$ cat config.mk
export PLATFORM = sky130hd
export DESIGN_NAME = axi_txn_sequencer
export DESIGN_NICKNAME = d
export VERILOG_FILES = /design/src/rtl/axi_seq_pkg.sv /design/src/rtl/axi_seq_stall_timer.sv /design/src/rtl/axi_txn_sequencer.sv
export SDC_FILE = /design/constraint.sdc
export NUM_CORES = 1
export LEC_CHECK = 0
export ABC_CLOCK_PERIOD_IN_PS = 8500
export BUFFER_PORTS_ARGS = -buffer_cell sky130_fd_sc_hd__buf_2
export CAP_MARGIN = 10
export CORE_ASPECT_RATIO = 0.8
export CORE_UTILIZATION = 45
export DETAILED_ROUTE_END_ITERATION = 7
export PLACE_DENSITY_LB_ADDON = 0.1
export SLEW_MARGIN = 20
export SYNTH_ARGS = -nofsm -noshare
export SYNTH_HDL_FRONTEND = slang
export SYNTH_SLANG_ARGS = --single-unit
$ cat constraint.sdc
create_clock -name clk -period 8.5 [get_ports clk]
set_clock_uncertainty 0.15 [all_clocks]
set_input_delay 0 -clock clk [delete_from_list [all_inputs] [get_ports clk]]
set_output_delay 0 -clock clk [all_outputs]
set_load 0.01 [all_outputs]
$ cat src/rtl/axi_seq_pkg.sv
// axi_seq_pkg: shared state, mode and response encodings for the AXI transaction sequencer
package axi_seq_pkg;
  typedef enum logic [2:0] {S_IDLE, S_WAW, S_WB, S_RA, S_RD} state_t;
  localparam logic [1:0] MODE_NONE  = 2'b00;
  localparam logic [1:0] MODE_WR    = 2'b01;
  localparam logic [1:0] MODE_RD    = 2'b10;
  localparam logic [1:0] MODE_WR_RD = 2'b11;
  localparam logic [1:0] RESP_OKAY  = 2'b00;
endpackage

$ cat src/rtl/axi_seq_stall_timer.sv
// axi_seq_stall_timer: counts cycles without progress and flags a stall after TIMEOUT of them
module axi_seq_stall_timer #(
  parameter int TO_W    = 16,
  parameter int TIMEOUT = 1000
) (
  input  logic clk,
  input  logic reset,
  input  logic clear,
  input  logic enable,
  output logic expired
);
  localparam logic [TO_W-1:0] LAST = TO_W'(TIMEOUT - 1);
  logic [TO_W-1:0] cnt_q, cnt_d;
  // expired fires in the cycle the count would reach TIMEOUT; the counter restarts after it
  always_comb begin
    expired = enable & ~clear & (cnt_q == LAST);
    cnt_d = (clear | expired) ? '0 : enable ? cnt_q + 1'b1 : cnt_q;
  end
  // stall count register
  always_ff @(posedge clk or posedge reset)
    if (reset) cnt_q <= '0;
    else cnt_q <= cnt_d;
endmodule

$ cat src/rtl/axi_txn_sequencer.sv
// axi_txn_sequencer: drives single-beat AXI write/read iterations and reports completions, bad responses and stalls
module axi_txn_sequencer
  import axi_seq_pkg::*;
#(
  parameter int CNT_W   = 32,
  parameter int TO_W    = 16,
  parameter int TIMEOUT = 1000
) (
  input  logic             clk,
  input  logic             reset,
  input  logic             start,
  input  logic [1:0]       mode,
  input  logic [CNT_W-1:0] count,
  output logic             awvalid,
  output logic             wvalid,
  output logic             bready,
  output logic             arvalid,
  output logic             rready,
  input  logic             awready,
  input  logic             wready,
  input  logic             bvalid,
  input  logic             arready,
  input  logic             rvalid,
  input  logic             rlast,
  input  logic [1:0]       bresp,
  input  logic [1:0]       rresp,
  output logic             busy,
  output logic             done,
  output logic             timeout,
  output logic             rlast_err,
  output logic [CNT_W-1:0] wr_cnt,
  output logic [CNT_W-1:0] rd_cnt,
  output logic [CNT_W-1:0] bad_resp_cnt
);
  state_t state_q, state_d;
  logic [1:0] mode_q, mode_d, launch_mode;
  logic [CNT_W-1:0] cnt_q, cnt_d, iter_q, iter_d, wr_cnt_q, wr_cnt_d, rd_cnt_q, rd_cnt_d, bad_q, bad_d;
  logic awvalid_q, awvalid_d, wvalid_q, wvalid_d, bready_q, bready_d, arvalid_q, arvalid_d, rready_q, rready_d;
  logic busy_q, busy_d, done_q, done_d, timeout_q, timeout_d, rlast_err_q, rlast_err_d;
  logic aw_hs, w_hs, b_hs, ar_hs, r_hs, bad_hit, launch, iter_end, expired, tmr_clear;

  assign aw_hs = awvalid_q & awready;
  assign w_hs = wvalid_q & wready;
  assign b_hs = bready_q & bvalid;
  assign ar_hs = arvalid_q & arready;
  assign r_hs = rready_q & rvalid;
  assign bad_hit = (b_hs & (bresp != RESP_OKAY)) | (r_hs & (rresp != RESP_OKAY));
  assign tmr_clear = aw_hs | w_hs | b_hs | ar_hs | r_hs | (state_q == S_IDLE && start);

  axi_seq_stall_timer #(.TO_W(TO_W), .TIMEOUT(TIMEOUT)) u_timer (
    .clk(clk), .reset(reset), .clear(tmr_clear), .enable(busy_q), .expired(expired)
  );

  // next state, channel controls and counters; a stall abort overrides everything
  always_comb begin
    state_d = state_q;
    mode_d = mode_q;
    cnt_d = cnt_q;
    iter_d = iter_q;
    wr_cnt_d = wr_cnt_q;
    rd_cnt_d = rd_cnt_q;
    bad_d = bad_q;
    timeout_d = timeout_q;
    rlast_err_d = rlast_err_q;
    busy_d = busy_q;
    done_d = 1'b0;
    awvalid_d = 1'b0;
    wvalid_d = 1'b0;
    bready_d = 1'b0;
    arvalid_d = 1'b0;
    rready_d = 1'b0;
    launch = 1'b0;
    iter_end = 1'b0;
    launch_mode = mode_q;
    case (state_q)
      S_IDLE: if (start) begin
        mode_d = mode;
        cnt_d = count;
        iter_d = '0;
        wr_cnt_d = '0;
        rd_cnt_d = '0;
        bad_d = '0;
        timeout_d = 1'b0;
        rlast_err_d = 1'b0;
        launch_mode = mode;
        done_d = (mode == MODE_NONE) || (count == '0);
        launch = ~done_d;
      end
      S_WAW: begin
        awvalid_d = awvalid_q & ~awready;
        wvalid_d = wvalid_q & ~wready;
        if (!awvalid_d && !wvalid_d) begin
          state_d = S_WB;
          bready_d = 1'b1;
        end
      end
      S_WB: begin
        bready_d = ~b_hs;
        if (b_hs) begin
          wr_cnt_d = wr_cnt_q + 1'b1;
          if (mode_q == MODE_WR_RD) begin
            state_d = S_RA;
            arvalid_d = 1'b1;
          end else iter_end = 1'b1;
        end
      end
      S_RA: begin
        arvalid_d = ~ar_hs;
        if (ar_hs) begin
          state_d = S_RD;
          rready_d = 1'b1;
        end
      end
      S_RD: begin
        rready_d = ~r_hs;
        if (r_hs) begin
          rd_cnt_d = rd_cnt_q + 1'b1;
          rlast_err_d = rlast_err_q | ~rlast;
          iter_end = 1'b1;
        end
      end
      default: state_d = S_IDLE;
    endcase
    if (bad_hit && !(&bad_q)) bad_d = bad_q + 1'b1;
    if (iter_end) begin
      iter_d = iter_q + 1'b1;
      if (iter_d == cnt_q) begin
        state_d = S_IDLE;
        done_d = 1'b1;
        busy_d = 1'b0;
      end else launch = 1'b1;
    end
    if (launch) begin
      busy_d = 1'b1;
      if (launch_mode == MODE_RD) begin
        state_d = S_RA;
        arvalid_d = 1'b1;
      end else begin
        state_d = S_WAW;
        awvalid_d = 1'b1;
        wvalid_d = 1'b1;
      end
    end
    if (expired) begin
      state_d = S_IDLE;
      awvalid_d = 1'b0;
      wvalid_d = 1'b0;
      bready_d = 1'b0;
      arvalid_d = 1'b0;
      rready_d = 1'b0;
      timeout_d = 1'b1;
      done_d = 1'b1;
      busy_d = 1'b0;
    end
  end

  // state and registered outputs, all cleared asynchronously
  always_ff @(posedge clk or posedge reset)
    if (reset) begin
      state_q <= S_IDLE;
      mode_q <= MODE_NONE;
      cnt_q <= '0;
      iter_q <= '0;
      wr_cnt_q <= '0;
      rd_cnt_q <= '0;
      bad_q <= '0;
      awvalid_q <= 1'b0;
      wvalid_q <= 1'b0;
      bready_q <= 1'b0;
      arvalid_q <= 1'b0;
      rready_q <= 1'b0;
      busy_q <= 1'b0;
      done_q <= 1'b0;
      timeout_q <= 1'b0;
      rlast_err_q <= 1'b0;
    end else begin
      state_q <= state_d;
      mode_q <= mode_d;
      cnt_q <= cnt_d;
      iter_q <= iter_d;
      wr_cnt_q <= wr_cnt_d;
      rd_cnt_q <= rd_cnt_d;
      bad_q <= bad_d;
      awvalid_q <= awvalid_d;
      wvalid_q <= wvalid_d;
      bready_q <= bready_d;
      arvalid_q <= arvalid_d;
      rready_q <= rready_d;
      busy_q <= busy_d;
      done_q <= done_d;
      timeout_q <= timeout_d;
      rlast_err_q <= rlast_err_d;
    end

  assign awvalid = awvalid_q;
  assign wvalid = wvalid_q;
  assign bready = bready_q;
  assign arvalid = arvalid_q;
  assign rready = rready_q;
  assign busy = busy_q;
  assign done = done_q;
  assign timeout = timeout_q;
  assign rlast_err = rlast_err_q;
  assign wr_cnt = wr_cnt_q;
  assign rd_cnt = rd_cnt_q;
  assign bad_resp_cnt = bad_q;
endmodule

==> results.yml <==
sta:
  final.period_utilization_pct: 41.9
  rsz_0062_raised_after_global_routing: "no"
  timing.final.setup_violations: 0
  timing_worst_slew_pin_value_ns: 1.03
  hold_viol: 0
  fin_ws_ns: 4.94
  min_period_ns: 3.56
  timing.hold.ws_ns: 0.0331
  upper_clock_frequency_limit_mhz: 281
  final_max_slew_viol_count: 0
  worst_slew_slack_as_a_fraction_of_its_limit_pct: 31.5
  setup_tns_ns: 0
placement:
  dp.final_hpwl_um: 18000
  globalplace.congestion: 0.947
  dpl_worst_slack_ns: 5.01
  i_o_buffers: 151
detailed_routing:
  routed_via_density: 5.51
  total_length_of_routed_wires_um: 26500
  dr_total_vias: 9093
  antenna_violating_nets_post_route: 0
  wire_per_inst_um: 16.0
  detailedRoute.firstIterationViolations: 768
  drc: 0
  drt_pass1_iterations: 7
clock_tree:
  numClockSinks: 190
  clock_network_latency_to_the_later_pin_of_the_worst_skew_pair_ns: 0.44
  cts_max_path_buffers: 2
  cts_post_setup_buffers_inserted: 0
  post_cts_hold_buffer_count: 43
  clock_tree.root_cell: "sky130_fd_sc_hd__clkbuf_16"
  cts_buffers: 17
  clk_pin_slew_ns: 0.08
  tritoncts: "yes"
  clock_tree.htree_level_count: 4
  post_cts_resized: 0
critical_path:
  timing.critical_path.from_type: "register"
  timing.critical_path.arrival_ns: 3.72
  critPathTopFamily: "simple AND/OR/NAND/NOR gates"
  crit_cells: 8
  worstRegToRegCells: 8
  worst_path_largest_cell_delay_ns: 0.71
  timing.rr.start: "bad_resp_cnt[0]"
  critical-path-slowest-cell: "sky130_fd_sc_hd__nor4_1"
  critical_path_required_ns: 8.65
  cp_max_fo: 28
  critPathKind: "reg2reg"
  path_cells: "ha_1, nand4_1, nor4_1, and4_1, a31o_2, nand2_1, o211ai_1, o31ai_1"
  r2r-end: "bad_resp_cnt[27]"
  reg2reg_slack_ns: 4.94
  crit_buf_inv: 0
  worst_setup_path_end_kind: "register"
floorplanning:
  design.die.area_um2: 23400
  initial_utilization_pct: 45.7
  ioPinCount: 152
  core_footprint_um2: 22400
  die_w_um: 171
  rows: 49
  die_y_um: 137
grt:
  met3_usage_pct: 4.40
  initial_antenna_violation_count: 0
  globalRoute.totalOverflow: 0
  global_route.usage.met1_pct: 36.5
  number_of_global_route_vias_before_repair: 8159
  grt_max_degree: 119
  globalRoute.busiestLayer: "met1"
  met2_usage_pct: 32.0
  grt_first_pass_wirelength_um: 42700
  gr-usage-all-layers_pct: 23.2
job:
  max_cap_viol_count: 0
pwr:
  leakagePower_uw: 0.00574
  max-vdd-ir-drop_v: 0.000168
  post-layout-total-power_uw: 2650
  pwr_density_cell_nw_per_um2: 216
min_path:
  whs_endpoint: "bad_resp_cnt[20]"
  holdCritStartpoint: "bresp[0]"
  timing.hold.worst_path_depth: 6
  min-delay-path-class: "in2reg"
synthesis:
  post_synth.cell_area_avg_um2: 8.80
  postSynthRegisterBits: 190
  fraction_of_registers_with_async_set_or_reset_after_synthesis_pct: 100
  yosys_warnings: 0
  postSynthCellCount: 1165
  number_of_unique_standard_cell_types_used_by_synthesis: 64
  syn_area_um2: 10300
  ys_dominant_reg_cell: "sky130_fd_sc_hd__dfrtp_1"
  yosysSeqAreaShare_pct: 46.4
  syn-num-nets: 1217
  post_synth_edffs: 0
finish:
  final_core_util_pct: 54.8
  drive_above_1_share_pct: 15.5
  finalNetCount: 1383
  syn2layout_area_growth_pct: 19.8
  count_of_inserted_antenna_diode_cells: 0
run_status:
  outcome: "complete, no violations"
power breakdown:
part	internal [µW]	total (µW)	leakage (µW)	switching, µW
Clock	427	836	0.000302	409
Sequential	1010	1130	0.00258	119
Combinational	264	685	0.00285	420
Total	1700	2650	0.00574	948
final cells by class:
class	instances	area, µm²
clock buffer	17	425
inverter	18	75.1
fill	2074	10200
multi-input combinational	902	5200
sequential	190	4750
timing repair buffer	202	1250
tap	306	383
clock inverter	15	198
placed cells by master, fill, tap and decap left out, types with 6 or more instances in the layout:
cell and n:
sky130_fd_sc_hd__nand3_1 59, sky130_fd_sc_hd__a31oi_1 11, sky130_fd_sc_hd__o41ai_1 6, sky130_fd_sc_hd__or3_1 14
sky130_fd_sc_hd__o211ai_1 11, sky130_fd_sc_hd__nand2_1 191, sky130_fd_sc_hd__and2_0 7, sky130_fd_sc_hd__dlygate4sd3_1 43
sky130_fd_sc_hd__nand2b_1 9, sky130_fd_sc_hd__o31ai_1 32, sky130_fd_sc_hd__o21ai_0 88, sky130_fd_sc_hd__mux2i_1 7
sky130_fd_sc_hd__nor2b_1 8, sky130_fd_sc_hd__a21o_1 9, sky130_fd_sc_hd__nor4_1 21, sky130_fd_sc_hd__xor2_1 61
sky130_fd_sc_hd__dfrtp_1 190, sky130_fd_sc_hd__inv_1 17, sky130_fd_sc_hd__clkbuf_16 17, sky130_fd_sc_hd__nor3_1 21
sky130_fd_sc_hd__buf_4 8, sky130_fd_sc_hd__nand4_1 38, sky130_fd_sc_hd__buf_2 151, sky130_fd_sc_hd__a21oi_1 23
sky130_fd_sc_hd__and4_1 11, sky130_fd_sc_hd__xnor2_1 43, sky130_fd_sc_hd__nor2_1 133, sky130_fd_sc_hd__and2_1 6
sky130_fd_sc_hd__and3_1 26
stage by stage:
stage	std cells	cell area (µm²)
floorplan	1165	10300
global placement	1575	11200
detailed placement	1575	11200
CTS	1650	12300
global route	1650	12300
finish	1650	12300
registers in the layout, summed over array words and instances (netlist names), 2 cells and up:
name,count
state_q,3
rd_cnt,32
bad_resp_cnt,32
cnt_q,32
mode_q,2
u_timer.cnt_q,16
iter_q,32
wr_cnt,32
synthesized netlist by cell type (9+ instances only):
library cell | instances | area [µm²]
sky130_fd_sc_hd__o211ai_1 | 11 | 82.6
sky130_fd_sc_hd__nand3_1 | 59 | 295
sky130_fd_sc_hd__o21ai_0 | 88 | 440
sky130_fd_sc_hd__clkbuf_1 | 32 | 120
sky130_fd_sc_hd__and4_1 | 11 | 96.3
sky130_fd_sc_hd__a21o_1 | 9 | 67.6
sky130_fd_sc_hd__xnor2_1 | 43 | 377
sky130_fd_sc_hd__nand4_1 | 38 | 238
sky130_fd_sc_hd__xor2_1 | 61 | 534
sky130_fd_sc_hd__nand2b_1 | 9 | 56.3
sky130_fd_sc_hd__nor2_1 | 133 | 499
sky130_fd_sc_hd__a21oi_1 | 23 | 115
sky130_fd_sc_hd__inv_1 | 18 | 67.6
sky130_fd_sc_hd__and3_1 | 26 | 163
sky130_fd_sc_hd__nor4_1 | 21 | 131
sky130_fd_sc_hd__or3_1 | 14 | 87.6
sky130_fd_sc_hd__nand2_1 | 191 | 717
sky130_fd_sc_hd__dfrtp_1 | 190 | 4750
sky130_fd_sc_hd__nor3_1 | 21 | 105
sky130_fd_sc_hd__buf_2 | 18 | 90.1
sky130_fd_sc_hd__o31ai_1 | 32 | 240
sky130_fd_sc_hd__a31oi_1 | 11 | 68.8
per-layer routing:
metal | up-vias | share of wire, %
met5 | - | 0
met4 | 0 | 1.2
met3 | 25 | 5.9
met2 | 277 | 42
met1 | 4334 | 51
li1 | 4457 | -
worst max-delay path by stage:
stage,start,end,slack [ns]
floorplan,reset,arvalid,3.18
global placement,bad_resp_cnt[0],bad_resp_cnt[23],5.16
detailed placement,bad_resp_cnt[0],bad_resp_cnt[27],5.01
CTS,bad_resp_cnt[0],bad_resp_cnt[27],4.99
global route,iter_q[0],arvalid,4.63
finish,bad_resp_cnt[0],bad_resp_cnt[27],4.94
worst min-delay path, cell delays in order:
cell,delay (ns)
sky130_fd_sc_hd__buf_2,0.08
sky130_fd_sc_hd__nor2_1,0.03
sky130_fd_sc_hd__o22a_1,0.22
sky130_fd_sc_hd__nor2b_1,0.11
sky130_fd_sc_hd__o21ai_0,0.07
sky130_fd_sc_hd__o31ai_1,0.07
cell families after synthesis:
| family | after synthesis | synth area share, % |
|---|---|---|
| xor gates and xnor gates | 105 | 9.10 |
| AOI/OAI and AO/OA | 215 | 13.3 |
| adders and majority gates | 5 | 0.610 |
| buffers and inverters | 73 | 2.89 |
| DFF | 190 | 46.4 |
| muxes | 10 | 1.01 |
| and+or+nand+nor | 567 | 26.7 |
No activity file was read; power rests on OpenSTA's default activity.
